[src/rtl/cacheline_arbiter.sv]
// Shares the single physical-memory cacheline port between the L1 I-cache and D-cache, one transfer at a time.
// Define CACHELINE_ARB_ROUND_ROBIN_EN for round-robin tie-breaking; the default gives the D-cache every tie.
module cacheline_arbiter #(
   parameter int ADDR_WIDTH = 32,
   parameter int LINE_WIDTH = 256
) (
   input  logic                  clk,
   input  logic                  rst,
   input  logic                  icache_read,
   input  logic [ADDR_WIDTH-1:0] icache_addr,
   output logic [LINE_WIDTH-1:0] icache_rdata,
   output logic                  icache_resp,
   input  logic                  dcache_read,
   input  logic                  dcache_write,
   input  logic [ADDR_WIDTH-1:0] dcache_addr,
   input  logic [LINE_WIDTH-1:0] dcache_wdata,
   output logic [LINE_WIDTH-1:0] dcache_rdata,
   output logic                  dcache_resp,
   output logic                  pmem_read,
   output logic                  pmem_write,
   output logic [ADDR_WIDTH-1:0] pmem_addr,
   output logic [LINE_WIDTH-1:0] pmem_wdata,
   input  logic [LINE_WIDTH-1:0] pmem_rdata,
   input  logic                  pmem_resp
);

   typedef enum logic [1:0] {IDLE, SERVE_I, SERVE_D} state_t;

   state_t                state;
   logic [ADDR_WIDTH-1:0] addr_q;
   logic [LINE_WIDTH-1:0] wdata_q;
   logic                  write_q;
   logic [31:0]           icache_grants;
   logic [31:0]           dcache_grants;
   logic                  req_i;
   logic                  req_d;
   logic                  grant_i;
   logic                  grant_d;

   assign req_i = icache_read;
   assign req_d = dcache_read | dcache_write;

`ifdef CACHELINE_ARB_ROUND_ROBIN_EN
   // last_grant_d is set when the D-cache won the most recent grant
   logic last_grant_d;
   assign grant_i = req_i & (~req_d | last_grant_d);
`else
   assign grant_i = req_i & ~req_d;
`endif
   assign grant_d = req_d & ~grant_i;

   always_ff @(posedge clk) begin
      if (!rst) begin
         state         <= IDLE;
         addr_q        <= '0;
         wdata_q       <= '0;
         write_q       <= 1'b0;
         icache_grants <= '0;
         dcache_grants <= '0;
`ifdef CACHELINE_ARB_ROUND_ROBIN_EN
         last_grant_d  <= 1'b1;
`endif
      end else begin
         unique case (state)
            IDLE: begin
               if (grant_i) begin
                  state         <= SERVE_I;
                  addr_q        <= icache_addr;
                  write_q       <= 1'b0;
                  icache_grants <= icache_grants + 32'd1;
`ifdef CACHELINE_ARB_ROUND_ROBIN_EN
                  last_grant_d  <= 1'b0;
`endif
               end else if (grant_d) begin
                  state         <= SERVE_D;
                  addr_q        <= dcache_addr;
                  write_q       <= dcache_write;
                  dcache_grants <= dcache_grants + 32'd1;
                  if (dcache_write) begin
                     wdata_q <= dcache_wdata;
                  end
`ifdef CACHELINE_ARB_ROUND_ROBIN_EN
                  last_grant_d  <= 1'b1;
`endif
               end
            end
            SERVE_I, SERVE_D: begin
               if (pmem_resp) begin
                  state <= IDLE;
               end
            end
            default: state <= IDLE;
         endcase
      end
   end

   // Memory side is driven purely from the latched transaction, so requester changes mid-serve are invisible
   assign pmem_read    = (state == SERVE_I) | ((state == SERVE_D) & ~write_q);
   assign pmem_write   = (state == SERVE_D) & write_q;
   assign pmem_addr    = (state == IDLE) ? '0 : addr_q;
   assign pmem_wdata   = pmem_write ? wdata_q : '0;

   assign icache_resp  = (state == SERVE_I) & pmem_resp;
   assign dcache_resp  = (state == SERVE_D) & pmem_resp;
   assign icache_rdata = icache_resp ? pmem_rdata : '0;
   assign dcache_rdata = dcache_resp ? pmem_rdata : '0;

endmodule

[config.mk]
export PLATFORM = sky130hd
export DESIGN_NAME = cacheline_arbiter
export DESIGN_NICKNAME = d
export VERILOG_FILES = /design/src/rtl/cacheline_arbiter.sv
export SDC_FILE = /design/constraint.sdc
export NUM_CORES = 1
export LEC_CHECK = 0
export ABC_AREA = 1
export BUFFER_PORTS_ARGS = -buffer_cell sky130_fd_sc_hd__buf_2
export CELL_PAD_IN_SITES_DETAIL_PLACEMENT = 0
export CELL_PAD_IN_SITES_GLOBAL_PLACEMENT = 1
export CORE_AREA = 2 2 543 545
export DETAILED_ROUTE_END_ITERATION = 12
export DIE_AREA = 0 0 545 547
export PLACE_DENSITY_LB_ADDON = 0.1
export SLEW_MARGIN = 20
export SYNTH_ARGS = -nofsm -noshare
export SYNTH_HDL_FRONTEND = slang
export SYNTH_SLANG_ARGS = --single-unit
[constraint.sdc]
create_clock -name clk -period 1.7 [get_ports clk]
set_input_delay 0.34 -clock clk [delete_from_list [all_inputs] [get_ports clk]]
set_output_delay 0.34 -clock clk [all_outputs]
set_load 0.02 [all_outputs]
# Word level (Yosys, flattened, before mapping)
# Index checks and enable logic that the tools add are counted.
dict set report classes {
  n_eq_ne 4
  reduce_logical 6
  n_bitwise 11
  mux 12
}
# operator n
set ops {}
lappend ops {{256-bit 2-to-1 mux} 3}
lappend ops {{32-bit 2-to-1 mux} 3}
lappend ops {{1-bit bitwise AND} 6}
lappend ops {{2-bit 2-to-1 mux} 3}
lappend ops {{2-bit one-hot mux with 2 select lines} 1}
lappend ops {{2-bit AND reduction} 2}
lappend ops {{4-bit AND reduction} 1}
lappend ops {{3-bit inequality test, second input constant} 1}
lappend ops {{1-bit inverter} 3}
lappend ops {{2-bit by 1-bit == test with 1-bit output, second input constant} 1}
lappend ops {{2-bit == test, second input constant} 1}
lappend ops {{2-bit logical NOT} 1}
lappend ops {{1-bit 2-to-1 mux} 2}
lappend ops {{2-bit inequality test, second input constant} 1}
lappend ops {{1-bit bitwise OR} 2}
lappend ops {{2-bit nonzero test} 1}
lappend ops {{2-bit OR reduction} 1}
dict set report totals {
  register_bits 291
  output_inout_bits 804
  in_bits 582
  wordCells 37
}

# Depth between registers and ports, before layout
dict set report depth {
  word_depth 8
  ltp_mapped 9
  depth_no_buf 7
}

# Least setup slack after synthesis
# Ideal clock, no wire load.
dict set report synth_timing {
  kind {register -> output}
  from {register state[0]}
  to {output port pmem_write}
  stages_incl_launch_ff 7
  t_arrival_ps 1471
  t_required_ps 1360
  setup_slack_ps -111
  n_path_buf 2
  cell_sequence {dfxtp_1 -> inv_1 -> ha_1 -> nand2_1 -> clkbuf_1 -> buf_1 -> inv_1}
}
dict set report synth_between {
  elab_chain_len 2
}
# element line
set synth_lines {}
lappend synth_lines {{start: declaration} 29} ;# state_t state;
lappend synth_lines {{start signal: assignment} 54} ;# state <= IDLE;
lappend synth_lines {{start signal: assignment} 67} ;# state <= SERVE_I;
lappend synth_lines {{start signal: assignment} 75} ;# state <= SERVE_D;
lappend synth_lines {{2-bit == test} 99} ;# assign pmem_write = (state == SERVE_D) & write_q;
lappend synth_lines {{1-bit bitwise AND} 99}
lappend synth_lines {{end: declaration} 20} ;# output logic pmem_write,
# Every way passes these cells.

# Worst setup path after layout
dict set report layout_timing {
  from {register state[0]}
  to {output port dcache_rdata[193]}
}
dict set report layout_between {
  elab_chain_len 3
}
# element line
set layout_lines {}
lappend layout_lines {{2-bit == test} 104} ;# assign dcache_resp = (state == SERVE_D) & pmem_resp;
lappend layout_lines {{1-bit bitwise AND} 104}
lappend layout_lines {{256-bit 2-to-1 mux} 106} ;# assign dcache_rdata = dcache_resp ? pmem_rdata : '0;
lappend layout_lines {{end: declaration} 17} ;# output logic [LINE_WIDTH-1:0] dcache_rdata,
# Every way passes these cells.

==> flow_metrics.env <==
export IMPL_cts_root_buffer="clkbuf_16"
export IMPL_clock_sinks=291
export IMPL_power_internal_mw=20.2
export IMPL_wire_per_inst_um=24.7
export IMPL_pwr_share_comb_pct=44.1
export IMPL_worst_setup_path_end_kind="output port"
export IMPL_numCtsBuffers=50
export IMPL_violations="setup timing"
export IMPL_maxSlewViolCount=0
export IMPL_num_rows=199
export IMPL_hold_depth=4
export IMPL_synth_area_per_cell_um2=5.30
export IMPL_syn_num_nets=3729
export IMPL_utilization_pct=13.5
export IMPL_path_clk_slew_ns=0.06
export IMPL_power_total_mw=34.9
export IMPL_reg2reg_depth=9
export IMPL_cts_tree="done"
export IMPL_grt_setup_unrepaired="true"
export IMPL_r2r_end="wdata_q[1]"
export IMPL_grt_overflow=0
export IMPL_via_per_inst=2.85
export IMPL_htreeDepth=2
export IMPL_holdPathEnd="wdata_q[168]"
export IMPL_fin_tns_setup_ns=-517.08
export IMPL_dr_wl_met3_um=18900
export IMPL_synth_warnings=0
export IMPL_ys_seq_elements=291
export IMPL_fin_skew_ns=0.121
export IMPL_wl_met1_um=87100
export IMPL_nets=5552
export IMPL_r2r_start="state[0]"
export IMPL_antenna_found_initial=128
export IMPL_net_switching_power_mw=14.7
export IMPL_postSynthCellCount=3143
export IMPL_crit_fanout=22
export IMPL_path_class="flip-flop to output port"
export IMPL_start_util_pct=5.70
export IMPL_drive_above_1_share_pct=38.6
export IMPL_netlist_area_um2=16700
export IMPL_seqPwrFrac_pct=24.1
export IMPL_routed_wl_met2_um=109000
export IMPL_power_share_clock_pct=31.9
export IMPL_cp_required_ns=1.36
export IMPL_min_path_type="primary input to flip-flop"
export IMPL_r2r_slack_ns=-0.07
export IMPL_gp_congestion=0.932
export IMPL_worstPathArrival_ns=2.16
export IMPL_relSlewSlack_pct=63.3
export IMPL_grtUsageTotal_pct=14.1
export IMPL_hold_violations=0
export IMPL_die_area_um2=298000
export IMPL_cellPowerDensity_nw_per_um2=886
export IMPL_most_common_layout_cells="nor2_1, buf_2, nand2_1, inv_1, dlygate4sd3_1"
export IMPL_wl_um=222000
export IMPL_switching_share_pct=42.1
export IMPL_status="finished, violations left"
export IMPL_vias=25600
export IMPL_worstSkewPairLatency_ns=0.71
export IMPL_ys_seq_area_share_pct=34.9
export IMPL_holdCritStartpoint="dcache_wdata[168]"
export IMPL_area_growth_pct=136
export IMPL_io_pins=1386
export IMPL_max_clock_freq_mhz=401
export IMPL_cap_violations=0
export IMPL_period_share_pct=147
export IMPL_layout_commonest_cell="nor2_1"
export IMPL_grt_max_degree=46
export IMPL_yosysUniqueCellTypes=14
export IMPL_cp_start_kind="flip-flop"
export IMPL_drtIter0Drc=1295
export IMPL_firstDrtPassIters=5
export IMPL_fin_crit_ns=2.50
export IMPL_routed_top_layer="met5"
export IMPL_die_y_um=547
export IMPL_irDropWorstVdd_v=0.000781
export IMPL_cts_buffer_depth=3
export IMPL_grt_pass1_vias=25500
export IMPL_p_leak_nw=20.8
export IMPL_dp_cells=8487
export IMPL_drc=0
export IMPL_tightest_slew_ns=0.549
export IMPL_drtAntennaViolNets=0
export IMPL_setup_violations_final=824
export IMPL_die_w_um=545
export IMPL_hpwl_um=188000
export IMPL_layout_cells_non_filler=8984
export IMPL_grt_pass1_wl_um=275000
export IMPL_fp_coreArea_um2=293000
export IMPL_port_buffers=1385
export IMPL_layout_setup_ws_ns=-0.795
export IMPL_place_ws_ns=-0.570
==> through the flow <==
stage,hold slack (ns),cell area (um2)
final,0.0666,39400
after global routing,0.0247,39300
after CTS,0.000323,37200
after detailed placement,0.507,30700
after global placement,0.508,30700
after floorplan,0.464,16800
==> how the worst max path moves through the flow <==
stage / from / endpoint / cells past startpoint
detailed placement: state[0] / icache_rdata[72] / 7
global placement: state[0] / icache_rdata[72] / 7
finish: state[0] / dcache_rdata[193] / 7
global route: state[0] / pmem_wdata[166] / 8
floorplan: state[0] / dcache_rdata[226] / 6
CTS: state[0] / pmem_wdata[166] / 8
==> timing repair <==
item,4_1_cts,5_1_grt
hold buffers,300,0
hold endpoints to repair,275,0
setup buffers,15,9
resized for setup,388,541
cloned,13,15
endpoints found under the setup margin,837,968
pin swaps,4,7
==> power groups by stage <==
stage          registers (mW)  clock network [mW]  logic (mW)
2_1_floorplan            8.46                   0        6.54
3_3_place_gp             8.52                   0        13.6
3_5_place_dp             8.53                   0        13.5
4_1_cts                  8.40                11.8        15.0
5_1_grt                  8.52                12.0        16.9
6_report                 8.40                11.1        15.4
==> state kept, by name, summed over array words and instances (netlist names) <==
name,cells
write_q,1
wdata_q,256
addr_q,32
state,2
==> cells in the mapped netlist <==
cell | n | share of area, %
nand2_1 | 653 | 15
inv_1 | 585 | 13
o21bai_1 | 1 | 0.045
buf_2 | 60 | 1.8
buf_1 | 5 | 0.11
nand3_2 | 1 | 0.060
nor2_1 | 1411 | 32
a21boi_0 | 2 | 0.090
dfxtp_1 | 291 | 35
clkbuf_1 | 124 | 2.8
nor2_4 | 1 | 0.068
nand3_1 | 3 | 0.090
a21oi_1 | 2 | 0.060
ha_1 | 4 | 0.30
==> critical path, cell delays in order (launching register included) <==
cell and delay (ns):
dfxtp_2 0.32, inv_2 0.07, ha_4 0.20, nand2_8 0.10, buf_12 0.19, buf_4 0.24, nor2_1 0.16, buf_4 0.17
==> area by class of cell <==
class,instances,area (um2)
tap,3919,4900
clock inverter,22,284
fill,34500,253000
inverter,585,2200
timing repair buffer,1960,15500
clock buffer,68,1430
antenna,61,153
multi-input combinational,2078,9110
sequential,291,5830
==> metal layers <==
metal | global-route usage, % | up-vias
li1 | - | 12500
met1 | 16.0 | 11700
met2 | 24.2 | 1070
met3 | 4.93 | 274
met4 | 5.14 | 52
met5 | 0 | -
==> kinds of logic (layout without fill, tap and decap cells) <==
group | Yosys count | count (layout) | share of synthesized area (%)
AND/OR/NAND/NOR | 2069 | 2069 | 46.7
buffers and inverters | 774 | 2635 | 17.9
flip-flops | 291 | 291 | 34.9
AO/OA/AOI/OAI | 5 | 5 | 0.195
adder cells (fa/ha/maj) | 4 | 4 | 0.300
other | 0 | 61 | 0
Power figures use the tool's default switching activity.
